===== src/rtl/spad_pkg.sv =====
// ---------------------------------------------------------------------------
// spad_pkg
// Definitions shared by the scratchpad read sequencer and its output buffer.
//   spad_state_e      : sequencer states (IDLE / RUN / DRAIN)
//   SPAD_CNT_WIDTH    : default width of the word-count command
//   SPAD_DATA_WIDTH   : default FIFO / stream word width
//   SPAD_BUF_DEPTH    : default output buffer depth (>= 2 for full rate)
// ---------------------------------------------------------------------------
package spad_pkg;

  typedef enum logic [1:0] {
    ST_IDLE  = 2'd0,
    ST_RUN   = 2'd1,
    ST_DRAIN = 2'd2
  } spad_state_e;

  localparam int SPAD_CNT_WIDTH  = 8;
  localparam int SPAD_DATA_WIDTH = 8;
  localparam int SPAD_BUF_DEPTH  = 2;

endpackage : spad_pkg


===== src/rtl/spad_out_buf.sv =====
// ---------------------------------------------------------------------------
// spad_out_buf
// Small in-order circular buffer between the FIFO pop data and the output
// stream. Write and read may happen in the same cycle. The caller guarantees
// it never writes when full nor reads when empty.
// Ports:
//   clk      in   clock, rising edge
//   nrst     in   asynchronous active-low reset
//   clear    in   synchronous flush (pointers and occupancy to zero)
//   wr_en    in   push wr_data at the end of the cycle
//   wr_data  in   DATA_WIDTH word to push
//   rd_en    in   pop the head entry at the end of the cycle
//   occ      out  number of valid entries (registered)
//   head     out  oldest entry (valid when occ != 0)
// ---------------------------------------------------------------------------
module spad_out_buf #(
  parameter int DATA_WIDTH = 8,
  parameter int DEPTH      = 2,
  localparam int PTR_W     = (DEPTH > 1) ? $clog2(DEPTH) : 1,
  localparam int OCC_W     = $clog2(DEPTH + 1)
) (
  input  logic                  clk,
  input  logic                  nrst,
  input  logic                  clear,
  input  logic                  wr_en,
  input  logic [DATA_WIDTH-1:0] wr_data,
  input  logic                  rd_en,
  output logic [OCC_W-1:0]      occ,
  output logic [DATA_WIDTH-1:0] head
);

  logic [DATA_WIDTH-1:0] mem_r [DEPTH];
  logic [PTR_W-1:0]      wr_ptr_r;
  logic [PTR_W-1:0]      rd_ptr_r;
  logic [OCC_W-1:0]      occ_r;

  // Pointer advance with explicit wrap so non-power-of-two depths work.
  function automatic logic [PTR_W-1:0] ptr_inc(input logic [PTR_W-1:0] p);
    if (p == PTR_W'(DEPTH - 1)) begin
      return {PTR_W{1'b0}};
    end else begin
      return p + PTR_W'(1);
    end
  endfunction

  // Pointer and occupancy bookkeeping; clear empties the buffer.
  always_ff @(posedge clk or negedge nrst) begin
    if (!nrst) begin
      wr_ptr_r <= {PTR_W{1'b0}};
      rd_ptr_r <= {PTR_W{1'b0}};
      occ_r    <= {OCC_W{1'b0}};
    end else if (clear) begin
      wr_ptr_r <= {PTR_W{1'b0}};
      rd_ptr_r <= {PTR_W{1'b0}};
      occ_r    <= {OCC_W{1'b0}};
    end else begin
      if (wr_en) begin
        wr_ptr_r <= ptr_inc(wr_ptr_r);
      end
      if (rd_en) begin
        rd_ptr_r <= ptr_inc(rd_ptr_r);
      end
      case ({wr_en, rd_en})
        2'b10:   occ_r <= occ_r + OCC_W'(1);
        2'b01:   occ_r <= occ_r - OCC_W'(1);
        default: occ_r <= occ_r;
      endcase
    end
  end

  // Storage array; contents need no flush since occupancy gates validity.
  always_ff @(posedge clk or negedge nrst) begin
    if (!nrst) begin
      for (int i = 0; i < DEPTH; i++) begin
        mem_r[i] <= {DATA_WIDTH{1'b0}};
      end
    end else if (wr_en && !clear) begin
      mem_r[wr_ptr_r] <= wr_data;
    end
  end

  assign occ  = occ_r;
  assign head = mem_r[rd_ptr_r];

endmodule : spad_out_buf


===== src/rtl/spad_reader.sv =====
// ---------------------------------------------------------------------------
// spad_reader
// Read-side sequencer for a scratchpad FIFO. A start command with count N
// pops exactly N words and streams them out on a valid/ready interface,
// flagging the final word with o_last. The FIFO's one-cycle registered pop
// latency is absorbed by a credit-controlled output buffer so that a
// non-empty FIFO and a ready consumer give one word per cycle.
// Ports:
//   i_clk            in   clock, rising edge
//   i_nrst           in   asynchronous active-low reset
//   i_clear          in   synchronous abort/flush, no done pulse
//   i_start          in   start command, honoured only in IDLE
//   i_count          in   words to transfer, latched with the start
//   o_busy           out  transfer in progress (RUN or DRAIN)
//   o_done           out  one-cycle completion pulse
//   o_fifo_pop_en    out  FIFO pop request
//   i_fifo_empty     in   FIFO empty flag
//   i_fifo_pop_data  in   FIFO pop data, valid the cycle after a pop
//   o_data           out  stream data (zero when o_valid is low)
//   o_valid          out  stream valid
//   o_last           out  marks the final word of the transfer
//   i_ready          in   consumer ready
// ---------------------------------------------------------------------------
module spad_reader
  import spad_pkg::*;
#(
  parameter int DATA_WIDTH = SPAD_DATA_WIDTH,
  parameter int CNT_WIDTH  = SPAD_CNT_WIDTH,
  parameter int BUF_DEPTH  = SPAD_BUF_DEPTH
) (
  input  logic                  i_clk,
  input  logic                  i_nrst,
  input  logic                  i_clear,
  input  logic                  i_start,
  input  logic [CNT_WIDTH-1:0]  i_count,
  output logic                  o_busy,
  output logic                  o_done,
  output logic                  o_fifo_pop_en,
  input  logic                  i_fifo_empty,
  input  logic [DATA_WIDTH-1:0] i_fifo_pop_data,
  output logic [DATA_WIDTH-1:0] o_data,
  output logic                  o_valid,
  output logic                  o_last,
  input  logic                  i_ready
);

  localparam int OCC_W  = $clog2(BUF_DEPTH + 1);
  localparam int FILL_W = OCC_W + 1;

  spad_state_e           state_r;
  spad_state_e           state_nxt;
  logic [CNT_WIDTH-1:0]  pops_left_r;
  logic [CNT_WIDTH-1:0]  words_left_r;
  logic                  inflight_r;
  logic                  done_r;

  logic [OCC_W-1:0]      occ;
  logic [DATA_WIDTH-1:0] head;
  logic                  valid;
  logic                  consume;
  logic [FILL_W-1:0]     fill;
  logic [FILL_W-1:0]     fill_limit;
  logic                  credit_ok;
  logic                  pop;
  logic                  accept_start;
  logic                  zero_start;
  logic                  finish;

  spad_out_buf #(
    .DATA_WIDTH (DATA_WIDTH),
    .DEPTH      (BUF_DEPTH)
  ) u_out_buf (
    .clk     (i_clk),
    .nrst    (i_nrst),
    .clear   (i_clear),
    .wr_en   (inflight_r),
    .wr_data (i_fifo_pop_data),
    .rd_en   (consume),
    .occ     (occ),
    .head    (head)
  );

  assign valid   = (occ != {OCC_W{1'b0}});
  assign consume = valid && i_ready;

  // A word is owed to the buffer for every entry held plus every pop still
  // in flight; a consume this cycle frees one slot, so it widens the limit
  // instead of being subtracted (keeps the arithmetic unsigned-safe).
  assign fill       = {1'b0, occ} + {{OCC_W{1'b0}}, inflight_r};
  assign fill_limit = FILL_W'(BUF_DEPTH) + {{OCC_W{1'b0}}, consume};
  assign credit_ok  = (fill < fill_limit);

  // Next-state, pop request and completion events. Clear overrides all.
  always_comb begin
    state_nxt    = state_r;
    pop          = 1'b0;
    accept_start = 1'b0;
    zero_start   = 1'b0;
    finish       = 1'b0;
    if (i_clear) begin
      state_nxt = ST_IDLE;
    end else begin
      case (state_r)
        ST_IDLE: begin
          if (i_start) begin
            if (i_count != {CNT_WIDTH{1'b0}}) begin
              accept_start = 1'b1;
              state_nxt    = ST_RUN;
            end else begin
              zero_start = 1'b1;
              state_nxt  = ST_IDLE;
            end
          end else begin
            state_nxt = ST_IDLE;
          end
        end
        ST_RUN: begin
          if (!i_fifo_empty && (pops_left_r != {CNT_WIDTH{1'b0}}) && credit_ok) begin
            pop = 1'b1;
            if (pops_left_r == CNT_WIDTH'(1)) begin
              state_nxt = ST_DRAIN;
            end else begin
              state_nxt = ST_RUN;
            end
          end else begin
            state_nxt = ST_RUN;
          end
        end
        ST_DRAIN: begin
          // Consuming the last word implies nothing in flight or buffered.
          if (consume && (words_left_r == CNT_WIDTH'(1))) begin
            finish    = 1'b1;
            state_nxt = ST_IDLE;
          end else begin
            state_nxt = ST_DRAIN;
          end
        end
        default: begin
          state_nxt = ST_IDLE;
        end
      endcase
    end
  end

  // State register.
  always_ff @(posedge i_clk or negedge i_nrst) begin
    if (!i_nrst) begin
      state_r <= ST_IDLE;
    end else begin
      state_r <= state_nxt;
    end
  end

  // Pop and word counters, latched on an accepted start.
  always_ff @(posedge i_clk or negedge i_nrst) begin
    if (!i_nrst) begin
      pops_left_r  <= {CNT_WIDTH{1'b0}};
      words_left_r <= {CNT_WIDTH{1'b0}};
    end else if (i_clear) begin
      pops_left_r  <= {CNT_WIDTH{1'b0}};
      words_left_r <= {CNT_WIDTH{1'b0}};
    end else if (accept_start) begin
      pops_left_r  <= i_count;
      words_left_r <= i_count;
    end else begin
      if (pop) begin
        pops_left_r <= pops_left_r - CNT_WIDTH'(1);
      end
      if (consume) begin
        words_left_r <= words_left_r - CNT_WIDTH'(1);
      end
    end
  end

  // In-flight flag (pop data lands next cycle) and registered done pulse.
  always_ff @(posedge i_clk or negedge i_nrst) begin
    if (!i_nrst) begin
      inflight_r <= 1'b0;
      done_r     <= 1'b0;
    end else if (i_clear) begin
      inflight_r <= 1'b0;
      done_r     <= 1'b0;
    end else begin
      inflight_r <= pop;
      done_r     <= zero_start || finish;
    end
  end

  assign o_fifo_pop_en = pop;
  assign o_valid       = valid;
  assign o_data        = valid ? head : {DATA_WIDTH{1'b0}};
  assign o_last        = valid && (words_left_r == CNT_WIDTH'(1));
  assign o_busy        = (state_r != ST_IDLE);
  assign o_done        = done_r;

endmodule : spad_reader


===== config.mk =====
export PLATFORM = sky130hd
export DESIGN_NAME = spad_reader
export DESIGN_NICKNAME = d
export VERILOG_FILES = /design/src/rtl/spad_pkg.sv /design/src/rtl/spad_out_buf.sv /design/src/rtl/spad_reader.sv
export SDC_FILE = /design/constraint.sdc
export NUM_CORES = 1
export LEC_CHECK = 0
export CAP_MARGIN = 10
export CORE_MARGIN = 4
export CORE_UTILIZATION = 58
export DETAILED_ROUTE_END_ITERATION = 10
export HOLD_SLACK_MARGIN = 0.12
export PLACE_DENSITY = 0.92
export SLEW_MARGIN = 20
export SYNTH_ARGS = -nofsm -noshare
export SYNTH_HDL_FRONTEND = slang
export SYNTH_SLANG_ARGS = --single-unit

===== constraint.sdc =====
create_clock -name i_clk -period 5.4 [get_ports i_clk]
set_input_delay 1.08 -clock i_clk [delete_from_list [all_inputs] [get_ports i_clk]]
set_output_delay 1.08 -clock i_clk [all_outputs]
set_load 0.02 [all_outputs]

==> flow_metrics.tcl <==
set metrics [dict create \
    status "completed" \
    synthFlopType "dfrtp_1" \
    path_depth 6 \
    end_kind "output pin" \
    yosysMostFrequentCell "dfrtp_1" \
    dieArea_sq_um 4910 \
    syn_nets 234 \
    final_hold_viol_count 0 \
    r2r-end "pops_left_r[7]" \
    initial_utilization_pct 60.6 \
    top_usage_layer "met2" \
    r2r-start "state_r[1]" \
    cp-start-kind "input pin" \
    min-delay-start "u_out_buf.mem_r[0]" \
    cts_tree "done" \
    syn_area_per_cell_sq_um 10.9 \
    relSlewSlack_pct 41.7 \
    vdd_drop_max_v 0.000239 \
    drc 0 \
    routedWlPerCell_microns 17.0 \
    required_ps 4320 \
    rr_worst_depth 4 \
    ys_ff_latch 40 \
    powerDensity_nw_per_um2 306 \
    internal-power_w 0.000571 \
    synth_area_leaders "dfrtp_1 (45%), mux2_2 (8.1%), ha_1 (3.9%)" \
    cts_root_buf "clkbuf_8" \
    clk_pin_slew_ps 70 \
    period_minus_slack_ps 4020 \
    max_stage_delay_ps 620 \
    critPathMaxFanout 8 \
    synthArstFlopShare_pct 100 \
    pwr-share-clk_pct 24.7 \
    cts_resized 0 \
    num_vias 1698 \
    pwr-share-comb_pct 27.4 \
    synth_largest_area_cell "dfrtp_1" \
    hold_end "u_out_buf.mem_r[0]" \
    drive_gt1_share_pct 17.4 \
    yosysWarnings 0 \
    rsz0062_at_grt "false" \
    pwr-share-seq_pct 48.0 \
    syn_to_final_growth_pct 20.8 \
    dr.first_iter.drc_count 88 \
    cts_buffers 5 \
    antenna_found_initial 0 \
    p_sw_share_pct 30.8 \
    ioPinCount 35 \
    period_share_pct 74.5 \
    switchingPower_w 0.000254 \
    cts_buffer_depth 2 \
    yosysTopAreaCellShare_pct 44.8 \
    nets 270 \
    crit_path_cell_trace "clkdlybuf4s50_1 > o21ai_4 > o21ai_4 > nand3_2 > nor2_1 > clkdlybuf4s50_1" \
    synth_edf_count 0 \
    maxCapViolCount 0 \
    reg2reg_slack_ps 3300 \
    grt_pass1_vias 1723 \
    tightest_slew_ps 874 \
    fmax_mhz 249 \
    synthesis.instances 205 \
    skew_ps 7.43 \
    crit_path_top_delay_cell "clkdlybuf4s50_1" \
    cts_sinks 40 \
    met3_usage_pct 5.90 \
    setup_tns_ps 0 \
    drtPass1Iterations 4 \
    die_height_microns 70.1 \
    globalRouteMet1Util_pct 27.7 \
    timing.final.ws_setup_ps 1380 \
    grt_util_all_layers_pct 20.9 \
    path_class "input pin to output pin" \
    yosysSeqAreaShare_pct 44.8 \
    hpwl_microns 3660 \
    rows 22 \
    grt-ovfl-total 0 \
    final_max_slew_viol_count 0 \
    holdPathStages 1 \
    hp-class "flop to flop" \
    crit_family "buffers and inverters" \
    yosysUniqueCellTypes 50 \
    grt_pass1_wl_microns 8290 \
    wl_microns 4930 \
    clk_latency_ps 290 \
    post_cts_buffers 0 \
    ctsHoldBuffers 0 \
    grt_start_max_net_pins 41 \
    syn_area_sq_um 2230 \
    routabilityCongestion 0.958 \
    leakagePower_nw 1.12 \
    die_width_microns 70.1 \
    finalSetupViolCount 0 \
    path_buf_inv 2 \
    dp_slack_ps 1380 \
    postRouteAntennaNets 0 \
    via_per_inst 5.86 \
    antennaDiodeCount 0 \
    use_met2_pct 34.2 \
    numPortBuffers 34 \
    netlist_top_cells_count "dfrtp_1 (40), mux2_2 (16), nor2_1 (16)" \
    crit_arrival_ps 2940 \
    h-tree-depth 2 \
    coreArea_sq_um 3690 \
]
worst register-to-register path, stage by stage, from the launching register on:
cell,delay [ps]
dfrtp_1,450
nor4b_2,470
nand2_1,520
o21bai_1,420
a31oi_1,80
how the worst max path moves through the flow:
stage                 start             to  slack (ps)
2_1_floorplan  i_fifo_empty  o_fifo_pop_en        2480
3_3_place_gp        i_ready  o_fifo_pop_en        1450
3_5_place_dp        i_ready  o_fifo_pop_en        1380
4_1_cts             i_ready  o_fifo_pop_en        1360
5_1_grt             i_ready  o_fifo_pop_en        1240
6_report            i_ready  o_fifo_pop_en        1380
cell families after synthesis:
group / count (synthesis) / synth area share [%]
adders and majority gates: 7 / 3.92
xor gates and xnor gates: 15 / 5.88
and+or+nand+nor: 69 / 19.9
muxes: 25 / 12.2
DFF: 40 / 44.8
AOI/OAI and AO/OA: 37 / 11.1
buffers and inverters: 12 / 2.30
power by group through the flow:
stage	Clock, W	Combinational, W	Sequential [W]
final	0.000203	0.000226	0.000396
after global placement	0	0.000216	0.000395
after detailed placement	0	0.000226	0.000400
after global routing	0.000219	0.000248	0.000403
after floorplan	0	0.000164	0.000382
after CTS	0.000207	0.000228	0.000395
layout make-up:
| cell class | instances | area, sq um |
|---|---|---|
| Inverter | 6 | 22.5 |
| Timing Repair Buffer | 35 | 343 |
| Clock buffer | 8 | 90.1 |
| Fill cell | 263 | 990 |
| Sequential cell | 40 | 1000 |
| Tap cell | 48 | 60.1 |
| Multi-Input combinational cell | 153 | 1180 |
stage by stage:
stage | util (%) | cells | power [W] | hold slack [ps] | cell area, sq um
after floorplan | - | 205 | 0.000546 | 479 | 2230
after global placement | 70.7 | 282 | 0.000610 | 487 | 2610
after detailed placement | 70.7 | 282 | 0.000626 | 494 | 2610
after CTS | 73.2 | 290 | 0.000830 | 511 | 2700
after global routing | 73.2 | 290 | 0.000871 | 530 | 2700
final | 73.2 | 290 | 0.000825 | 509 | 2700
registers in the layout, indices dropped and copies added (netlist names):
| name | flops |
|---|---|
| u_out_buf.occ | 2 |
| o_done | 1 |
| words_left_r | 8 |
| u_out_buf.mem_r | 16 |
| u_out_buf.wr_ptr_r | 1 |
| pops_left_r | 8 |
| inflight_r | 1 |
| u_out_buf.rd_ptr_r | 1 |
| state_r | 2 |
layer usage:
layer  routed length [microns]  vias to the layer above
met2                      2460                       45
met1                      2190                      843
met5                         0                        -
li1                          -                      802
met4                        53                        0
met3                       216                        8
cells in the final DEF (no fill, tap or decap), types with 3 or more instances in the layout:
| master | instances |
|---|---|
| nand3_1 | 4 |
| nor3_2 | 3 |
| clkbuf_8 | 6 |
| o21ai_0 | 7 |
| inv_1 | 6 |
| or3_1 | 3 |
| nand2b_1 | 4 |
| nand2_1 | 10 |
| ha_1 | 7 |
| xor2_1 | 5 |
| a21oi_1 | 12 |
| dfrtp_1 | 40 |
| o21bai_1 | 4 |
| mux2i_1 | 8 |
| nor2_1 | 16 |
| clkdlybuf4s50_1 | 33 |
| nor4_1 | 3 |
| xnor2_1 | 10 |
| mux2_2 | 16 |
No activity file was read; power rests on OpenSTA's default activity.
